File: src/rtl/mul16_seq.sv
// Sequential 16x16 shift-and-add multiplier around a single adder16bit.
// Optional signed mode is compiled in with MUL_SIGNED_EN.

module adder16bit (
   input  logic [15:0] A,
   input  logic [15:0] B,
   input  logic        C_in,
   output logic [15:0] S,
   output logic        C_out
);

   assign {C_out, S} = {1'b0, A} + {1'b0, B} + {16'h0, C_in};

endmodule

module mul16_seq #(
   parameter bit ZERO_SKIP = 1'b1
) (
   input  logic        clk,
   input  logic        rst,
   input  logic        start,
   input  logic [15:0] A,
   input  logic [15:0] B,
`ifdef MUL_SIGNED_EN
   input  logic        SIGNED,
`endif
   output logic        busy,
   output logic        done,
   output logic [31:0] P
);

`ifdef MUL_SIGNED_EN
   typedef enum logic [1:0] {
      S_IDLE, S_RUN, S_NEG, S_DONE
   } state_t;
`else
   typedef enum logic [1:0] {
      S_IDLE, S_RUN, S_DONE
   } state_t;
`endif

   state_t      state;
   state_t      state_n;
   logic [15:0] mcand;
   logic [15:0] acc_hi;
   logic [15:0] acc_lo;
   logic [3:0]  count;
   logic [15:0] add_b;
   logic [15:0] sum;
   logic        cout;
   logic        accept;
   logic        zero;
   logic [15:0] a_mag;
   logic [15:0] b_mag;
   logic [31:0] prod;
   logic        busy_n;

`ifdef MUL_SIGNED_EN
   logic        neg_q;
   logic        smode_q;
   logic        sign_n;
`endif

   assign prod  = {acc_hi, acc_lo};
   assign add_b = acc_lo[0] ? mcand : 16'h0;

   adder16bit u_add (
      .A     (acc_hi),
      .B     (add_b),
      .C_in  (1'b0),
      .S     (sum),
      .C_out (cout)
   );

   always_comb begin
      state_n = state;
      accept  = start && (state == S_IDLE || state == S_DONE);
      zero    = ZERO_SKIP && (A == 16'h0 || B == 16'h0);
      a_mag   = A;
      b_mag   = B;
`ifdef MUL_SIGNED_EN
      sign_n  = SIGNED && (A[15] ^ B[15]);
      if (SIGNED && A[15]) a_mag = ~A + 16'd1;
      if (SIGNED && B[15]) b_mag = ~B + 16'd1;
`endif
      unique case (state)
         S_IDLE, S_DONE: begin
            if (accept)
               state_n = zero ? S_DONE : S_RUN;
            else
               state_n = S_IDLE;
         end
         S_RUN: begin
            if (count == 4'd15) begin
`ifdef MUL_SIGNED_EN
               state_n = smode_q ? S_NEG : S_DONE;
`else
               state_n = S_DONE;
`endif
            end
         end
`ifdef MUL_SIGNED_EN
         S_NEG:   state_n = S_DONE;
`endif
         default: state_n = S_IDLE;
      endcase
`ifdef MUL_SIGNED_EN
      busy_n = (state_n == S_RUN) || (state_n == S_NEG);
`else
      busy_n = (state_n == S_RUN);
`endif
   end

   always_ff @(posedge clk) begin
      if (rst) begin
         state   <= S_IDLE;
         busy    <= 1'b0;
         done    <= 1'b0;
         P       <= 32'h0;
         mcand   <= 16'h0;
         acc_hi  <= 16'h0;
         acc_lo  <= 16'h0;
         count   <= 4'd0;
`ifdef MUL_SIGNED_EN
         neg_q   <= 1'b0;
         smode_q <= 1'b0;
`endif
      end else begin
         state <= state_n;
         busy  <= busy_n;
         done  <= (state == S_DONE);
         if (state == S_DONE)
            P <= prod;
         if (accept) begin
            mcand  <= a_mag;
            acc_hi <= 16'h0;
            // Zero fast path must leave a zero product behind.
            acc_lo <= zero ? 16'h0 : b_mag;
            count  <= 4'd0;
`ifdef MUL_SIGNED_EN
            neg_q   <= sign_n && !zero;
            smode_q <= SIGNED && !zero;
`endif
         end else if (state == S_RUN) begin
            acc_hi <= {cout, sum[15:1]};
            acc_lo <= {sum[0], acc_lo[15:1]};
            count  <= count + 4'd1;
`ifdef MUL_SIGNED_EN
         end else if (state == S_NEG) begin
            if (neg_q)
               {acc_hi, acc_lo} <= ~prod + 32'd1;
`endif
         end
      end
   end

endmodule

File: config.mk
export PLATFORM = sky130hd
export DESIGN_NAME = mul16_seq
export DESIGN_NICKNAME = d
export VERILOG_FILES = /design/src/rtl/mul16_seq.sv
export SDC_FILE = /design/constraint.sdc
export NUM_CORES = 1
export LEC_CHECK = 0
export CORE_UTILIZATION = 53
export CTS_CLUSTER_DIAMETER = 200
export DETAILED_ROUTE_END_ITERATION = 8
export PLACE_DENSITY_LB_ADDON = 0.1
export SYNTH_ARGS = -nofsm -noshare
export SYNTH_HDL_FRONTEND = slang
export SYNTH_SLANG_ARGS = --single-unit
File: constraint.sdc
create_clock -name clk -period 2.8 [get_ports clk]
set_clock_uncertainty 0.15 [all_clocks]
set_input_delay 0.7 -clock clk [delete_from_list [all_inputs] [get_ports clk]]
set_output_delay 0.7 -clock clk [all_outputs]
set_load 0.01 [all_outputs]
# Word-level counts from Yosys, hierarchy flattened
# Cells that the tools add are included.
# op_classes
addsub,2
n_eq_ne,4
muxes,8
reduce_logical,9
# op_table
cell,count
$mux 16,4
$logic_not 16->1,2
$add 16x16->17,1
$mux 2,3
$add 4x1->4 const B,1
$eq 2x1->1 const B,2
$eq 4x4->1 const B,1
$pmux 2 s2,1
$reduce_or 2->1,2
$eq 2x2->1 const B,1
$logic_not 2->1,1
$logic_or 1x1->1,2
$reduce_bool 2->1,1
$logic_and 1x1->1,1
# totals
ff_bits,88
inputBits,35
output_inout_bits,34
elab_cells,31

# Depth between registers and ports, before layout
# Gate-level depths: netlist of the first run.
# depth
depth_word,6
ltp_mapped,9
mapped_depth_nobuf,8

# By module
# From an unflattened synthesis of the first run, not the netlist that was laid out.
# hier_totals
hier_cells,531
hier_area_um2,4217.8
# modules_own_cells
mod,n_inst,cells_per_inst,area_each_um2,seq_area_each_um2
mul16_seq,1,437,3474.6,1761.7
adder16bit,1,94,743.2,0.0

# Worst setup path after synthesis of the first run
# Ideal clock, no wire load.
# synth_timing
path_type,reg-to-reg
from,reg acc_lo[0]
to,reg acc_hi[13]
setup_time_ns,0.117
arrival_ns,2.314
t_required_ns,2.533
setup_slack_ns,0.219
path_stages_with_launch,10
n_path_buf,1
synth_period_minus_slack_ns,2.581
path_cell_list,dfxtp_1 -> clkbuf_1 -> and2_1 -> ha_1 -> fa_1 -> a21o_1 -> a221oi_2 -> nor4_1 -> or3_1 -> a32o_1
# synth_via
elab_chain_cells,2
# synth_lines
element,line_no,rtl
from (decl),46,logic [15:0] acc_lo;
from (signal assigned),138,acc_lo <= zero ? 16'h0 : b_mag;
from (signal assigned),146,"acc_lo <= {sum[0], acc_lo[15:1]};"
$mux 16,65,assign add_b = acc_lo[0] ? mcand : 16'h0;
$add 16x16->17,12,"assign {C_out, S} = {1'b0, A} + {1'b0, B} + {16'h0, C_in};"
to (signal assigned),145,"acc_hi <= {cout, sum[15:1]};"
to (decl),45,logic [15:0] acc_hi;
# Every way passes these cells.
# A chain may end at the register's enable or synchronous reset.

# Final worst setup path of the first run
# Ends and elaborated chain as after synthesis.

==> flow_metrics.py, run 1 <==
metrics = {
    "run_status": {
        "outcome": "complete, no violations",
    },
    "finish": {
        "instances_no_fill": 718,
        "register_area_um2": 1763,
        "fin_util": 0.6812,
        "layout-drive-gt1-share": 0.08279,
        "nFillCells": 659,
        "n_antenna_cell": 0,
        "multi_input_area_um2": 2337,
        "fin_area_um2": 5264,
        "finalNetCount": 664,
        "area_delta_synth_final_pct": 23.66,
    },
    "synthesis": {
        "synth_top_family_by_area": "simple AND/OR/NAND/NOR gates",
        "synth_top_area_cell": "dfxtp_1",
        "ys_seq_elements": 88,
        "synth_xor_area_frac": 0.01646,
        "yosysTopAreaCellShare": 0.4139,
        "avgSynthCellArea_um2": 7.725,
        "synth-adder-area-share": 0.05467,
        "synthesis.area_um2": 4257,
        "synth_compound_area_frac": 0.2146,
        "post_synth_most_frequent_cells": "nand2_1, dfxtp_1, a21oi_1",
        "ys_types": 50,
        "synth-main-ff-cell": "dfxtp_1",
        "ys_warn_count": 0,
        "syn-num-nets": 604,
        "muxShareOfSynthArea": 0,
        "synthSimpleGateAreaFrac": 0.2604,
        "yosysSeqAreaShare": 0.4139,
        "synth_edf_count": 0,
        "synthCells": 551,
        "netlist_top_cells_area": "dfxtp_1, nand2_1, a21oi_1, ha_1, clkbuf_1",
        "yosysMostFrequentCell": "nand2_1",
        "synthArstFlopShare": 0,
    },
    "worst_setup_path": {
        "slowest_stage": "fa_1",
        "crit_chain": "and2_1, ha_1, fa_1, a21o_1, a221oi_2, nor4_1, or3_1, a32o_1",
        "path_delay_family": "compound AO/OA/AOI/OAI gates",
        "path_max_fanout": 18,
        "critPathBufInv": 0,
        "slowest_delay_ns": 0.41,
        "rrSetupSlack_ns": 0.15,
        "crit_path_start_kind": "flip-flop",
        "crit_type": "reg -> reg",
        "cp.required_ns": 2.89,
        "crit_arrival_ns": 2.74,
        "crit_path_end_kind": "flip-flop",
    },
    "floorplan": {
        "initial_core_util": 0.5508,
        "die_h_um": 91.62,
        "dieArea_um2": 8393,
        "rows": 32,
        "io_pins": 69,
        "core_um2": 7727,
        "chipWidth_um": 91.62,
    },
    "route": {
        "drtIter0Drc": 216,
        "first_pass_iters": 5,
        "via_count": 4066,
        "ant_nets": 0,
        "drc": 0,
        "viasPerCell": 5.663,
        "drt_wl_total_um": 10550,
        "wl_per_cell_um": 14.69,
    },
    "sta": {
        "rsz0062_at_grt": "false",
        "worst_pin_slew_ns": 0.8457,
        "clock.fmax_mhz": 377.1,
        "drv_slew": 0,
        "hold_violations": 0,
        "period_share": 0.9470,
        "worst_slack_ns": 0.1484,
        "setup_tns_ns": 0,
        "setup_viol": 0,
        "period_needed_ns": 2.652,
        "maxSlewHeadroom": 0.4362,
        "hold-worst-slack_ns": 0.3050,
    },
    "global_routing": {
        "grt_pass1_vias": 3597,
        "antenna_found_initial": 0,
        "grt_first_pass_wirelength_um": 17020,
        "grt_max_degree": 36,
        "grt.total_usage": 0.2576,
        "grt.overflow.total": 0,
    },
    "power": {
        "p_sw_frac": 0.2608,
        "combPwrFrac": 0.099,
        "ir_drop_uv": 260.4,
        "total_power_mw": 2.466,
        "seqPwrFrac": 0.534,
        "power.switching_mw": 0.6431,
        "clock_power_share": 0.367,
        "p_per_area_nw_per_um2": 468.4,
        "p_leak_nw": 1.893,
        "intPower_mw": 1.823,
    },
    "clock_network": {
        "htreeDepth": 3,
        "cts_buffer_depth": 2,
        "path_clk_slew_ns": 0.09,
        "cts.sinks": 88,
        "cts-root-buf": "clkbuf_8",
        "cts_buffers": 9,
        "cts_tree": "done",
        "clock_latency_ns": 0.36,
    },
    "place": {
        "io_buffer_count": 68,
        "dp_hpwl_um": 7757,
        "place_congestion": 0.9266,
        "detailedPlace.worstSlack_ns": 0.08585,
        "placed_cells": 702,
        "postPlaceCellArea_um2": 5060,
    },
    "flow_run": {
        "cap_violations": 0,
    },
    "worst_hold_path": {
        "hold_class": "reg -> reg",
    },
}
## cells by family after synthesis
kind of cell,count (synthesis)
AND/OR/NAND/NOR,252
buffers and inverters,41
AO/OA/AOI/OAI,144
flip-flops,88
XOR/XNOR,8
adder cells (fa/ha/maj),18
## flip-flops by register name (all words and copies together) (netlist names)
| register | count |
|---|---|
| P | 32 |
| acc_hi | 16 |
| acc_lo | 16 |
| busy | 1 |
| count | 4 |
| done | 1 |
| mcand | 16 |
| state | 2 |
## worst reg2reg max path, stage by stage (launching register included)
cell and delay, ns:
dfxtp_2 0.40, and2_1 0.17, ha_1 0.20, fa_1 0.41
a21o_1 0.23, a221oi_2 0.30, nor4_1 0.11, or3_1 0.32
a32o_1 0.25
## power groups by stage
stage	Clock [mW]	Sequential, mW	Combinational, mW
after floorplan	0	1.33	0.144
after global placement	0	1.34	0.238
after detailed placement	0	1.34	0.242
after CTS	0.922	1.32	0.242
after global routing	0.978	1.32	0.268
final	0.906	1.32	0.244
## worst paths after layout
path | to | startpoint | cells after the start
setup / recovery | acc_hi[13]$_SDFFE_PP0N_ | acc_lo[0]$_SDFFE_PP0P_ | 8
hold reg to reg | mcand[0]$_SDFFE_PP0N_ | mcand[0]$_SDFFE_PP0N_ | 2
hold / removal | mcand[0]$_SDFFE_PP0N_ | mcand[0]$_SDFFE_PP0N_ | 2
setup reg to reg | acc_hi[13]$_SDFFE_PP0N_ | acc_lo[0]$_SDFFE_PP0P_ | 8
## metal layers
layer  part of all wire  GRT usage  up-vias  routed length, um
li1                   -          -     2035                  -
met1               0.50     0.3715     1851               5275
met2               0.41     0.3778      159               4372
met3              0.060    0.03483       21                637
met4              0.025     0.1230        0                266
met5                  0          0        -                  0
## final cells by class
class | instances | share of cell area
Timing Repair Buffer | 88 | 0.1569
Multi-Input combinational cell | 422 | 0.4440
Sequential cell | 88 | 0.3349
Tap cell | 102 | 0.02425
Clock inverter | 6 | 0.01426
Inverter | 2 | 0.001426
Clock buffer | 10 | 0.02425
## what timing repair did
item	in CTS	in global routing
hold buffers	0	0
endpoints found under the setup margin	0	2
setup buffers	0	0
gates resized for setup	0	1
endpoints found under the hold margin	0	0
## cells in the final DEF (no fill, tap or decap), types with 2 or more instances in the layout
master / count
o21a_1: 2
nor3_1: 4
a211o_1: 3
ha_1: 17
a21o_1: 4
a2111oi_0: 2
a32o_1: 2
a21oi_4: 2
a21oi_1: 79
nor2_1: 30
inv_6: 2
nand3_1: 8
buf_4: 20
a21o_2: 2
o211ai_1: 3
xor2_1: 2
inv_1: 2
nand2_1: 154
xnor2_1: 6
o21ai_0: 7
nand4_1: 9
nor2b_2: 2
or3_1: 5
a31oi_1: 19
dfxtp_1: 87
clkdlybuf4s50_1: 67
nor4_1: 9
and2b_1: 2
or4_1: 3
nand2b_1: 4
and2_1: 19
a21oi_2: 2
a211oi_1: 4
clkbuf_8: 9
Note: power is estimated with default switching activity, not from simulation.
==> run 2, diff against run 1 <==
HOLD_SLACK_MARGIN = 0.03   (was unset)
clock period = 2.5 ns   (was 2.8 ns; I/O delays follow)
==> run 2 against run 1 <==
Compared with the run above:
- worst hold slack got worse by 0.00068 ns
- register-to-register slack got worse by 0.099 ns
- design area rose by 5.5%
- combinational power rose by 23%
- critical path type unchanged
- largest cell class unchanged
- critical endpoint is now acc_hi[14]$_SDFFE_PP0N_
- non-clock buffer count rose by 20
- cell count rose by 2.8%
- maximum frequency rose by 8.2%
- power rose by 13%
- first-iteration DRC count rose by 18%
- sequential share of layout area fell by 1.7 points
==> flow_metrics.py, run 2 (synthesized netlist as in run 1, its figures left out) <==
metrics = {
    "place": {
        "postPlaceCellArea_um2": 5176,
        "dp_hpwl_um": 7837,
        "io_buffer_count": 68,
        "place_congestion": 0.8907,
    },
    "worst_setup_path": {
        "rr_worst_depth": 9,
        "crit_path_start": "acc_lo[0]$_SDFFE_PP0P_",
        "r2r_end": "acc_hi[14]$_SDFFE_PP0N_",
        "r2r_start": "acc_lo[0]$_SDFFE_PP0P_",
        "crit_path_start_kind": "flip-flop",
        "crit_type": "reg -> reg",
        "path_max_fanout": 6,
        "crit_path_end_kind": "flip-flop",
        "rrSetupSlack_ns": 0.05,
        "cp.required_ns": 2.60,
        "crit_arrival_ns": 2.56,
    },
    "floorplan": {
        "chipWidth_um": 91.62,
        "io_pins": 69,
        "die_h_um": 91.62,
        "rows": 32,
        "dieArea_um2": 8393,
        "core_um2": 7727,
        "initial_core_util": 0.5508,
    },
    "sta": {
        "rsz0062_at_grt": "true",
        "worst_pin_slew_ns": 0.5765,
        "drv_slew": 0,
        "period_needed_ns": 2.451,
        "hold_violations": 0,
        "period_share": 0.9803,
        "clock.fmax_mhz": 408.0,
        "maxSlewHeadroom": 0.6156,
        "setup_viol": 0,
    },
    "power": {
        "seqPwrFrac": 0.529,
        "intPower_mw": 2.051,
        "combPwrFrac": 0.108,
        "clock_power_share": 0.363,
        "p_per_area_nw_per_um2": 500.5,
        "ir_drop_uv": 331.4,
        "p_sw_frac": 0.2623,
        "power.switching_mw": 0.7291,
        "p_leak_nw": 1.981,
    },
    "worst_hold_path": {
        "whs_path_depth": 2,
        "hold_end": "mcand[6]$_SDFFE_PP0N_",
        "hold_class": "reg -> reg",
        "hp-start": "mcand[6]$_SDFFE_PP0N_",
    },
    "clock_network": {
        "ctsHoldBuffers": 0,
        "cts-root-buf": "clkbuf_8",
        "cts.sinks": 88,
        "cts_tree": "done",
        "htreeDepth": 3,
        "path_clk_slew_ns": 0.09,
        "cts_buffer_depth": 2,
        "clock_latency_ns": 0.37,
        "cts_buffers": 9,
    },
    "finish": {
        "largest_register_ff_count": 32,
        "final_common_cell": "nand2_1",
        "finalNetCount": 684,
        "fin_area_um2": 5555,
        "final_cell_mix": "nand2_1, dfxtp_1, a21oi_1",
        "fin_util": 0.7189,
        "nFillCells": 615,
        "n_antenna_cell": 0,
        "layout-drive-gt1-share": 0.1447,
        "largest_register": "P",
        "area_delta_synth_final_pct": 30.51,
    },
    "global_routing": {
        "antenna_found_initial": 0,
        "grt_pass1_vias": 3733,
        "grt.total_usage": 0.2601,
        "grt_first_pass_wirelength_um": 17360,
        "grt_max_degree": 56,
        "grt.overflow.total": 0,
    },
    "route": {
        "ant_nets": 0,
        "wl_per_cell_um": 15.04,
        "drt_wl_total_um": 11100,
        "via_count": 4153,
        "viasPerCell": 5.627,
        "drtIter0Drc": 255,
        "first_pass_iters": 5,
        "drc": 0,
    },
    "flow_run": {
        "cap_violations": 0,
    },
    "run_status": {
        "outcome": "complete, no violations",
    },
}
[run 2: final cells by class]
type	instances	area (um2)	area share
timing repair buffer	108	989.7	0.1782
inverter	2	7.507	0.001351
clock inverter	7	77.57	0.01396
sequential	88	1765	0.3178
multi-input combinational	422	2464	0.4435
tap	102	127.6	0.02297
clock buffer	9	123.9	0.02230
[run 2: worst max-delay path, stage by stage (launching register included)]
cell and delay (ns):
dfxtp_4 0.37, buf_2 0.15, buf_4 0.14, and2_4 0.14, ha_4 0.16, a21o_4 0.24
a31oi_4 0.16, a211oi_2 0.09, or4_1 0.48, a32o_1 0.26
[run 2: power by group through the flow]
stage | Clock (mW) | Combinational [mW] | Sequential, mW
after floorplan | 0 | 0.163 | 1.49
after global placement | 0 | 0.276 | 1.50
after detailed placement | 0 | 0.283 | 1.51
after CTS | 1.03 | 0.285 | 1.47
after global routing | 1.09 | 0.326 | 1.48
final | 1.01 | 0.300 | 1.47
[run 2: metrics by stage]
| step | power (mW) | worst slack [ns] | setup TNS (ns) | hold WS, ns | cells |
|---|---|---|---|---|---|
| global placement | 1.779 | -0.03745 | -0.4359 | 0.2900 | 715 |
| detailed placement | 1.789 | -0.1366 | -1.969 | 0.2950 | 715 |
| finish | 2.780 | 0.04932 | 0 | 0.3043 | 738 |
| floorplan | 1.658 | 0.001499 | 0 | 0.2817 | 551 |
| global route | 2.890 | -0.01943 | -0.01943 | 0.3283 | 738 |
| CTS | 2.788 | -0.03084 | -0.03084 | 0.3076 | 732 |
[run 2: worst max-delay path by stage]
stage                                          to  slack (ns)  cells past startpoint
after detailed placement   acc_lo[0]$_SDFFE_PP0P_       -0.14                      7
after global placement     acc_lo[0]$_SDFFE_PP0P_       -0.04                      7
after global routing      acc_hi[13]$_SDFFE_PP0N_       -0.02                      9
after floorplan           acc_hi[13]$_SDFFE_PP0N_       0.001                      9
after CTS                 acc_hi[13]$_SDFFE_PP0N_       -0.03                      8
final                     acc_hi[14]$_SDFFE_PP0N_        0.05                      9
[run 2: metal layers]
| layer | vias to the layer above | global-route usage | part of all wire |
|---|---|---|---|
| met4 | 0 | 0.08730 | 0.011 |
| met2 | 147 | 0.4066 | 0.46 |
| li1 | 2066 | - | - |
| met5 | - | 0 | 0 |
| met3 | 11 | 0.04229 | 0.053 |
| met1 | 1929 | 0.3645 | 0.47 |
[run 2: what timing repair did]
item | CTS | global route
endpoints found under the setup margin | 3 | 9
cloned | 0 | 0
gates resized for setup | 2 | 28
pin swaps | 1 | 8
setup buffers | 1 | 6
